==> src/rtl/mem_arbiter.sv <==
// Arbiter for the single RAM port shared by the instruction and data channels.
// Data normally wins. A streak counter lets a pending instruction fetch win after DSTREAK_MAX data completions in a row.
module mem_arbiter #(
  parameter int DSTREAK_MAX = 4,
  parameter int ADDR_W      = 32,
  parameter int DATA_W      = 32
) (
  input  logic              CLK,
  input  logic              nRST,
  input  logic              iREN,
  input  logic [ADDR_W-1:0] iaddr,
  output logic [DATA_W-1:0] iload,
  output logic              iwait,
  input  logic              dREN,
  input  logic              dWEN,
  input  logic [ADDR_W-1:0] daddr,
  input  logic [DATA_W-1:0] dstore,
  output logic [DATA_W-1:0] dload,
  output logic              dwait,
  output logic              ramREN,
  output logic              ramWEN,
  output logic [ADDR_W-1:0] ramaddr,
  output logic [DATA_W-1:0] ramstore,
  input  logic [DATA_W-1:0] ramload,
  input  logic [1:0]        ramstate,
  output logic [1:0]        o_dbg_state
);

  typedef enum logic [1:0] {
    IDLE = 2'd0,
    DGNT = 2'd1,
    IGNT = 2'd2
  } state_t;

  localparam logic [1:0] RAM_ACCESS = 2'd2;
  localparam logic [1:0] RAM_ERROR  = 2'd3;
  localparam logic [3:0] STREAK_MAX = 4'(DSTREAK_MAX);

  // Handshake: a requester holds its REN/WEN, address and data stable until its
  // wait is low for one cycle (completion). It may drop the request early to abort.
  state_t     r_state;
  state_t     w_next_state;
  logic [3:0] r_dstreak;
  logic [3:0] w_next_dstreak;
  logic       w_d_req;
  logic       w_starve;

  assign w_d_req     = dREN | dWEN;
  assign w_starve    = iREN && (r_dstreak == STREAK_MAX);
  assign iload       = ramload;
  assign dload       = ramload;
  assign o_dbg_state = r_state;

  always_ff @(posedge CLK or negedge nRST) begin
    if (!nRST) begin
      r_state   <= IDLE;
      r_dstreak <= 4'd0;
    end else begin
      r_state   <= w_next_state;
      r_dstreak <= w_next_dstreak;
    end
  end

  always_comb begin
    w_next_state   = r_state;
    w_next_dstreak = r_dstreak;
    iwait          = 1'b1;
    dwait          = 1'b1;
    ramREN         = 1'b0;
    ramWEN         = 1'b0;
    ramaddr        = '0;
    ramstore       = '0;
    case (r_state)
      IDLE: begin
        if (w_d_req && !w_starve) w_next_state = DGNT;
        else if (iREN)            w_next_state = IGNT;
      end
      DGNT: begin
        ramaddr  = daddr;
        ramstore = dstore;
        ramWEN   = dWEN;
        ramREN   = dREN & ~dWEN;
        if (!w_d_req) begin
          w_next_state = IDLE;
        end else if (ramstate == RAM_ACCESS) begin
          dwait        = 1'b0;
          w_next_state = IDLE;
          if (!iREN)                        w_next_dstreak = 4'd0;
          else if (r_dstreak != STREAK_MAX) w_next_dstreak = r_dstreak + 4'd1;
        end else if (ramstate == RAM_ERROR) begin
          w_next_state = IDLE;
        end
      end
      IGNT: begin
        ramaddr = iaddr;
        ramREN  = iREN;
        if (!iREN) begin
          w_next_state = IDLE;
        end else if (ramstate == RAM_ACCESS) begin
          iwait          = 1'b0;
          w_next_state   = IDLE;
          w_next_dstreak = 4'd0;
        end else if (ramstate == RAM_ERROR) begin
          w_next_state = IDLE;
        end
      end
      default: w_next_state = IDLE;
    endcase
  end

endmodule

==> config.mk <==
export PLATFORM = sky130hd
export DESIGN_NAME = mem_arbiter
export DESIGN_NICKNAME = d
export VERILOG_FILES = /design/src/rtl/mem_arbiter.sv
export SDC_FILE = /design/constraint.sdc
export NUM_CORES = 1
export LEC_CHECK = 0
export ABC_AREA = 1
export ABC_CLOCK_PERIOD_IN_PS = 3000
export BUFFER_PORTS_ARGS = -buffer_cell sky130_fd_sc_hd__buf_2
export CAP_MARGIN = 15
export CORE_AREA = 8 8 99 101
export DETAILED_ROUTE_END_ITERATION = 12
export DIE_AREA = 0 0 107 109
export HOLD_SLACK_MARGIN = 0.08
export SLEW_MARGIN = 20
export SYNTH_ARGS = -nofsm -noshare
export SYNTH_HDL_FRONTEND = slang
export SYNTH_SLANG_ARGS = --single-unit
==> constraint.sdc <==
create_clock -name CLK -period 3 [get_ports CLK]
set_input_delay 0.3 -clock CLK [delete_from_list [all_inputs] [get_ports CLK]]
set_output_delay 0.3 -clock CLK [all_outputs]
set_load 0.01 [all_outputs]
==> results of run 1 <==
==> path summary, 6_finish.rpt <==
check | start | end | slack [ps] | depth (start not counted)
max | o_dbg_state[0] | ramaddr[19] | 690 | 6
min | nRST | r_dstreak[1] | 430 | 2
max reg2reg | o_dbg_state[1] | r_dstreak[0] | 1100 | 8
min reg2reg | r_dstreak[3] | r_dstreak[3] | 520 | 2
max in group asynchronous | nRST | r_dstreak[0] | 2440 | 2
min in group CLK | iREN | r_dstreak[1] | 480 | 5
==> routing by layer <==
layer | global-route usage, % | vias to the layer above
li1 | - | 1117
met1 | 12.4 | 980
met2 | 22.4 | 149
met3 | 5.08 | 6
met4 | 2.21 | 0
met5 | 0 | -
==> layout by cell type, fill, tap and decap left out, types with 2 or more instances in the layout <==
master,instances
a21oi_1,33
buf_2,172
buf_4,5
clkbuf_8,3
dfrtp_1,6
ha_1,5
inv_1,50
nand2_1,130
nand3_1,8
nor2_1,8
nor2_4,2
nor3_1,2
==> final cells by class <==
| cell class | instances | area (µm²) |
|---|---|---|
| clock buffer | 3 | 41.3 |
| fill | 983 | 6080 |
| inverter | 51 | 191 |
| multi-input combinational | 195 | 877 |
| sequential | 6 | 150 |
| tap | 108 | 135 |
| timing repair buffer | 178 | 908 |
==> report_power, final <==
group	total (W)	switching (W)	leakage, nW	internal, W
registers	0.000139	0.0000316	0.0796	0.000107
logic	0.00136	0.000883	1.50	0.000476
clock network	0.000117	0.0000308	0.0216	0.0000858
==> worst reg2reg max path, delay by kind of cell (launching register included) <==
kind	cells	cell delay [ps]
simple gates	4	330
buf+inv	3	610
flops	1	410
fa+ha+maj	1	440
==> kinds of logic (layout without fill, tap and decap cells) <==
family / Yosys count / count (layout) / share of synthesized area, %
buffers and inverters: 130 / 232 / 43.5
xor gates and xnor gates: 1 / 1 / 0.483
DFF: 6 / 6 / 8.28
adders and majority gates: 6 / 6 / 4.14
and+or+nand+nor: 155 / 155 / 34.5
AOI/OAI and AO/OA: 33 / 33 / 9.10
==> flip-flops by register name, indices dropped and copies added (netlist names) <==
signal / flops
r_dstreak: 4
o_dbg_state: 2
==> metrics by stage <==
step                      worst slack, ps  instance area [µm²]  power (W)
final                                 690                 2300    0.00161
after global routing                  492                 2300    0.00178
after CTS                             678                 2300    0.00164
after detailed placement              921                 2250    0.00151
after global placement                972                 2250    0.00150
after floorplan                      1400                 1810    0.00109
==> summary.md, run 1 <==
| Metric | Value |
|---|---|
| Async S/R FF share, synth | `100%` |
| Post-synth top area cell | `nand2_1` |
| Initial Util | `21.6%` |
| Synth unique cells | `21` |
| Net Count, Synth | `472` |
| Gr ovfl total | `0` |
| Cells after Synth | `about 330` |
| Largest net degree at the start of global routing | `29` |
| Hold Worst Slack | `between 400 and 500 ps` |
| Crit end category | `output pin` |
| Cts hold-fix bufs | `1` |
| Cell Pwr Density | `701 nW/µm²` |
| Die W | `107 µm` |
| Max VDD drop | `0.392 mV` |
| YS warnings | `0` |
| Rows | `34` |
| Hpwl dp | `7030 µm` |
| Share of layout cells above drive strength 1 | `between 40% and 50%` |
| Crit start category | `flop` |
| Worst-Skew Late Latency | `220 ps` |
| Seq/Total Area, Yosys | `under 10%` |
| Sink Count | `6` |
| Worst Clk Skew | `2.54 ps` |
| Crit Path Max Fanout | `18` |
| Max Clk Rate | `433 MHz` |
| # DRC | `0` |
| CP cell instances | `inv_1, ha_1, inv_1, buf_4, a21oi_1, buf_2` |
| Hold Vio Cnt, Final | `0` |
| First-pass GRT wire length | `~11000 µm` |
| Area Growth Syn to Fin | `27.0%` |
| Port bufs | `between 150 and 200` |
| Fin Setup TNS | `0 ps` |
| Post-CTS Setup Bufs | `0` |
| Vias in the first global route | `2169` |
| RePlAce Congestion | `0.873` |
| Status | `complete, no violations` |
| Vias | `~2300` |
| Die Span Y | `109 µm` |
| Buf/Inv on CP | `4` |
| Full die area | `approximately 12000 µm²` |
| Synth top area share | `between 20% and 30%` |
| CORE AREA | `8380 µm²` |
| GRT Overall Usage | `around an eighth` |
| Fin util | `about 27%` |
| H-tree depth | `1` |
| Maxcap violations | `0` |
| Tcrit/Tclk final | `77.0%` |
| Most common cell in the netlist | `nand2_1` |
| Delay-heaviest family, CP | `buffers and inverters` |
| Root buf cell | `clkbuf_8` |
| Wire length per cell | `14.9 µm` |
| Worst EP required | `between 2000 and 3000 ps` |
| Routed WL | `8080 µm` |
| RSZ-0062 raised after global routing | `false` |
| CTS tree | `yes` |
| Max stage delay cell, worst path | `inv_1` |
| IO Count | `269` |
| Setup violations, final | `0` |
| Least-Margin Pin Slew | `558 ps` |
| Shortest period the worst path allows | `2310 ps` |
| Clock Tree Buf Depth | `2` |
| DR top layer | `met4` |
| Final ANT Viol Nets | `0` |
| Avg Cell Area, Syn | `5.48 µm²` |
| Main synth FF type | `dfrtp_1` |
| Initial DRC Count | `~150` |
| Worst EP arrival | `about 2000 ps` |
| Slew margin rel. | `62.8%` |
| Placed cells | `around 540` |
| Synth Register Bits | `6` |
| Metal2 WL | `4160 µm` |
| Vias per inst | `about 4.2` |
| Post-Syn Area | `1810 µm²` |
| Most frequent CP cell | `inv_1` |
| M1 WL | `2900 µm` |
| Critical Path Max Stage Delay | `roughly 420 ps` |
| Layout Nets | `576` |
| Pleak | `1.60 nW` |
| Post-synth EDFFs | `0` |
| Antenna cells | `0` |
| Synth top area cells | `nand2_1 27%, buf_4 26%, inv_1 10%, a21oi_1 9.1%, dfrtp_1 8.3%` |
| Initial antenna violation count | `0` |
| CP Class | `flop to output pin` |
| DR pass1 iterations | `4` |
| Total CTS buffers | `3` |
| Clk pin slew, worst setup/hold paths | `40 ps` |
| Worst min path class | `input pin to async pin` |
| Post-synth top cells | `130 x nand2_1, 64 x buf_4, 50 x inv_1, 33 x a21oi_1` |
| WL met3 | `between 900 and 1000 µm` |
| Layout Cells excl Fill | `between 500 and 600` |
| Max Slew Vio Count | `0` |
| Post-CTS sizing | `0` |
Power figures use the tool's default switching activity.
==> inputs of run 2 (changes only) <==
--- a/config.mk
+++ b/config.mk
@@ -6,13 +6,14 @@
 export NUM_CORES = 1
 export LEC_CHECK = 0
 export ABC_AREA = 1
-export ABC_CLOCK_PERIOD_IN_PS = 3000
+export ABC_CLOCK_PERIOD_IN_PS = 1850
 export BUFFER_PORTS_ARGS = -buffer_cell sky130_fd_sc_hd__buf_2
 export CAP_MARGIN = 15
 export CORE_AREA = 8 8 99 101
 export DETAILED_ROUTE_END_ITERATION = 12
 export DIE_AREA = 0 0 107 109
 export HOLD_SLACK_MARGIN = 0.08
+export PLACE_DENSITY = 0.66
 export SLEW_MARGIN = 20
 export SYNTH_ARGS = -nofsm -noshare
 export SYNTH_HDL_FRONTEND = slang
==> constraint.sdc (replaced) <==
create_clock -name CLK -period 1.85 [get_ports CLK]
set_input_delay 0.185 -clock CLK [delete_from_list [all_inputs] [get_ports CLK]]
set_output_delay 0.185 -clock CLK [all_outputs]
set_load 0.01 [all_outputs]
==> summary.md, run 2 (synthesis gave the netlist of run 1 again) <==
| Metric | Value |
|---|---|
| Cell Pwr Density | `1190 nW/µm²` |
| RePlAce Congestion | `0.875` |
| GRT Overall Usage | `~12%` |
| Vias | `2237` |
| CORE AREA | `8380 µm²` |
| First-pass GRT wire length | `11300 µm` |
| Worst EP arrival | `around 1600 ps` |
| Worst EP required | `1660 ps` |
| IO Count | `269` |
| Rows | `34` |
| # DRC | `0` |
| Worst Clk Skew | `7.50 ps` |
| Port bufs | `172` |
| DR pass1 iterations | `4` |
| Layout Nets | `576` |
| Gr ovfl total | `0` |
| Initial antenna violation count | `0` |
| Sw Share | `56.2%` |
| Least-Margin Pin Slew | `around 200 ps` |
| Tcrit/Tclk final | `93.5%` |
| Critical Path Max Stage Delay | `~410 ps` |
| CP Class | `flop to output pin` |
| Hpwl dp | `roughly 6700 µm` |
| Clock Power Share | `7.4%` |
| R2r setup slk | `290 ps` |
| Top reg by flops | `r_dstreak` |
| Full die area | `approximately 12000 µm²` |
| Vias in the first global route | `2193` |
| Final ANT Viol Nets | `0` |
| Post-CTS Setup Bufs | `0` |
| Maxcap violations | `0` |
| Placed cells | `536` |
| Total CTS buffers | `3` |
| Max reg flops | `4` |
| Max VDD drop | `0.800 mV` |
| Vias per inst | `between 4 and 5` |
| Share of layout cells above drive strength 1 | `44.3%` |
| Slew margin rel. | `86.8%` |
| DP Worst Slack | `255 ps` |
| Max stage delay cell, worst path | `dfrtp_2` |
| Sequential share of power | `8.5%` |
| CP cell instances | `inv_2, ha_1, inv_1, buf_12, a21oi_1, buf_2` |
| Net Sw Power | `0.00160 W` |
| Initial Util | `21.6%` |
| Setup violations, final | `0` |
| Wire length per cell | `15.0 µm` |
| Initial DRC Count | `89` |
| Antenna cells | `0` |
| Reg2reg end | `r_dstreak[2]` |
| Layout Cells excl Fill | `541` |
| Largest net degree at the start of global routing | `41` |
| Root buf cell | `clkbuf_8` |
| Area Growth Syn to Fin | `32.1%` |
| Crit start category | `flop` |
| Crit Path Max Fanout | `33` |
| Worst-Skew Late Latency | `~240 ps` |
| Crit end category | `output pin` |
| Most common cell after layout, fill and taps aside | `buf_2` |
| Internal power | `0.00125 W` |
| Max Clk Rate | `578 MHz` |
| Status | `complete, no violations` |
| Pleak | `1.62 nW` |
| Die Span Y | `109 µm` |
| Routed WL | `8120 µm` |
| Worst min path class | `input pin to async pin` |
| Clk pin slew, worst setup/hold paths | `40 ps` |
| Hold Vio Cnt, Final | `0` |
| Combinational Power Share | `84.1%` |
| R2R depth | `10` |
| Hold Worst Slack | `305 ps` |
| RSZ-0062 raised after global routing | `false` |
| Fin Setup TNS | `0 ps` |
| Max Slew Vio Count | `0` |
| H-tree depth | `1` |
| Worst Slack Setup Final | `120 ps` |
| Reg2reg start | `o_dbg_state[0]` |
| Most frequent cells in the layout | `172 x buf_2, 130 x nand2_1, 48 x inv_1` |
| CTS tree | `yes` |
| Clock Tree Buf Depth | `2` |
| Sink Count | `6` |
| Die W | `around 110 µm` |
| Shortest period the worst path allows | `between 1500 and 2000 ps` |
[run 2: cell types whose count changed in the layout (fill, tap and decap cells not counted)]
cell	delta
buf_4	-5
dfrtp_2	+2
buf_12	+4
dfrtp_1	-2
inv_2	+2
clkbuf_16	+1
ha_4	+2
ha_2	-1
ha_1	-1
inv_1	-2
[run 2: final cells by class]
cell class | instances | area, µm²
timing repair buffer | 178 | 976
clock buffer | 3 | 41.3
sequential | 6 | 153
inverter | 51 | 191
fill | 991 | 5980
multi-input combinational | 195 | 900
tap | 108 | 135
[run 2: per-stage QoR]
| step | cell area, µm² | util [%] | power [W] |
|---|---|---|---|
| final | 2400 | 28.6 | 0.00285 |
| after CTS | 2350 | 28.0 | 0.00281 |
| after detailed placement | 2290 | 27.4 | 0.00259 |
| after global placement | 2290 | 27.4 | 0.00254 |
| after global routing | 2400 | 28.6 | 0.00314 |
| after floorplan | 1810 | - | 0.00177 |
[run 2: power groups by stage]
stage | clock network (W) | registers (W) | logic (W)
after CTS | 0.000211 | 0.000226 | 0.00238
after detailed placement | 0 | 0.000228 | 0.00236
after floorplan | 0 | 0.000223 | 0.00155
after global placement | 0 | 0.000222 | 0.00232
after global routing | 0.000218 | 0.000249 | 0.00267
final | 0.000211 | 0.000242 | 0.00240
[run 2: worst max path at each step]
stage	start	end
floorplan	o_dbg_state[0]	ramREN
global placement	o_dbg_state[0]	r_dstreak[2]
detailed placement	o_dbg_state[1]	r_dstreak[1]
CTS	o_dbg_state[1]	ramREN
global route	o_dbg_state[1]	ramaddr[5]
finish	o_dbg_state[0]	ramREN
[run 2: worst max-delay path: cells and delay by family, from the launching register on]
family	cells	cell delay (ps)
AOI/OAI and AO/OA	1	140
DFF	1	410
adders and majority gates	1	290
buffers and inverters	4	460
[run 2: metal layers]
| metal | GRT usage (%) | routed length [µm] | vias to the layer above |
|---|---|---|---|
| met5 | 0 | 0 | - |
| li1 | - | - | 1123 |
| met4 | 3.32 | 96 | 0 |
| met3 | 7.68 | 1200 | 16 |
| met1 | 12.4 | 3020 | 954 |
| met2 | 20.0 | 3800 | 144 |
[run 2: what timing repair did]
item	CTS	global route
resized for setup	0	7
setup endpoints to repair	0	31
endpoints found under the hold margin	6	0
hold buffers	1	0
==> inputs of run 3 (changes only) <==
--- a/config.mk
+++ b/config.mk
@@ -14,6 +14,7 @@
 export DIE_AREA = 0 0 107 109
 export HOLD_SLACK_MARGIN = 0.08
 export PLACE_DENSITY = 0.66
+export REMOVE_ABC_BUFFERS = 1
 export SLEW_MARGIN = 20
 export SYNTH_ARGS = -nofsm -noshare
 export SYNTH_HDL_FRONTEND = slang
==> summary.md, run 3 (synthesis gave the netlist of run 1 again) <==
| Metric | Value |
|---|---|
| Fin Setup TNS | `0 ps` |
| Die W | `107 µm` |
| Vias in the first global route | `2433` |
| Full die area | `11700 µm²` |
| Sink Count | `6` |
| Port bufs | `172` |
| R2r setup slk | `220 ps` |
| Max Clk Rate | `571 MHz` |
| CTS tree | `yes` |
| R2R depth | `8` |
| Worst EP arrival | `1560 ps` |
| Shortest period the worst path allows | `approximately 1700 ps` |
| Status | `complete, no violations` |
| Worst min path class | `input pin to async pin` |
| GRT Overall Usage | `approximately 15%` |
| Layout Nets | `578` |
| Wire length per cell | `17.3 µm` |
| Gr ovfl total | `0` |
| RePlAce Congestion | `slightly below 0.8` |
| Initial antenna violation count | `0` |
| Reg2reg end | `r_dstreak[2]` |
| Vias | `about 2300` |
| Largest net degree at the start of global routing | `30` |
| Buf/Inv on CP | `4` |
| Vias per inst | `~4.3` |
| Max Slew Vio Count | `0` |
| Least-Margin Pin Slew | `211 ps` |
| Initial Util | `21.6%` |
| CORE AREA | `8380 µm²` |
| Root buf cell | `clkbuf_8` |
| Antenna cells | `0` |
| Area Growth Syn to Fin | `34.1%` |
| Max stage delay cell, worst path | `dfrtp_2` |
| IO Count | `269` |
| Routed WL | `9420 µm` |
| Crit end category | `output pin` |
| Crit start category | `flop` |
| Most frequent cells in the layout | `172 x buf_2, 130 x nand2_1, 48 x inv_1` |
| Reg2reg start | `o_dbg_state[1]` |
| Maxcap violations | `0` |
| Hpwl dp | `7570 µm` |
| Slew margin rel. | `85.9%` |
| Final instance area | `2430 µm²` |
| Max VDD drop | `0.498 mV` |
| Rows | `34` |
| Tcrit/Tclk final | `around 95%` |
| DR pass1 iterations | `4` |
| # DRC | `0` |
| Most common cell after layout, fill and taps aside | `buf_2` |
| Total CTS buffers | `3` |
| Critical Path Max Stage Delay | `roughly 420 ps` |
| Hold Vio Cnt, Final | `0` |
| Placement Cell Area | `between 2000 and 2500 µm²` |
| CP cell instances | `inv_2, ha_1, inv_1, buf_4, a21oi_1, buf_2` |
| Crit Path Max Fanout | `7` |
| Fin util | `29.0%` |
| Setup violations, final | `0` |
| First-pass GRT wire length | `between 10000 and 15000 µm` |
| Post-CTS Setup Bufs | `0` |
| Die Span Y | `around 110 µm` |
| Top reg by flops | `r_dstreak` |
| Clock Tree Buf Depth | `2` |
| Clk pin slew, worst setup/hold paths | `~40 ps` |
| H-tree depth | `1` |
| FILL cells | `approximately 930` |
| Worst EP required | `about 1700 ps` |
| CP Class | `flop to output pin` |
| Worst Clk Skew | `4.65 ps` |
| Final ANT Viol Nets | `0` |
| Final Total Pwr | `about 0.0029 W` |
| Share of layout cells above drive strength 1 | `44.8%` |
| Initial DRC Count | `67` |
| Max reg flops | `4` |
| Delay-heaviest family, CP | `buffers and inverters` |
| Worst-Skew Late Latency | `220 ps` |
| Pleak | `1.64 nW` |
| Cell Pwr Density | `1200 nW/µm²` |
run 3: cell count changes in the layout (fill, tap and decap cells not counted), sizes merged:
| cell | delta |
|---|---|
| buf | +2 |
| bufbuf | +1 |
| clkbuf | -1 |
run 3: final cells by class:
type                       count  area (µm²)  area share, %
clock buffer                   3        41.3           1.70
inverter                      51         191           7.87
multi-input combinational    195         903           37.1
sequential                     6         153           6.27
tap                          108         135           5.55
timing repair buffer         180        1010           41.5
run 3: how the worst max path moves through the flow:
stage	startpoint	slack (ps)	to	depth (start not counted)
final	o_dbg_state[0]	100	ramaddr[24]	6
after global routing	o_dbg_state[0]	-2	ramaddr[29]	6
after CTS	o_dbg_state[0]	0.2	ramaddr[10]	6
after detailed placement	o_dbg_state[1]	220	ramaddr[29]	6
after global placement	o_dbg_state[1]	270	ramaddr[21]	6
after floorplan	o_dbg_state[1]	-700	r_dstreak[0]	7
run 3: power by group:
group	internal (W)	switching [W]	total [W]
registers	0.000178	0.0000655	0.000243
clock network	0.000140	0.0000588	0.000199
logic	0.00102	0.00145	0.00247
run 3: metal layers:
metal / global-route usage (%) / vias to the layer above / part of all wire [%]
met4: 2.61 / 6 / 0.97
met5: 9.24 / - / 1.4
li1: - / 1124 / -
met2: 20.4 / 208 / 41
met1: 16.7 / 974 / 39
met3: 12.2 / 14 / 17
run 3: through the flow:
step	hold WS (ps)	setup slack [ps]	std cells
3_5_place_dp	20.8	218	537
2_1_floorplan	-111	-697	252
3_3_place_gp	18.5	270	537
6_report	312	100	543
4_1_cts	326	0.161	543
5_1_grt	327	-2.25	543
run 3: timing repair:
item,4_1_cts,5_1_grt
endpoints found under the hold margin,6,0
gates resized for setup,5,8
cloned,2,0
hold buffers,1,0
setup endpoints to repair,22,34
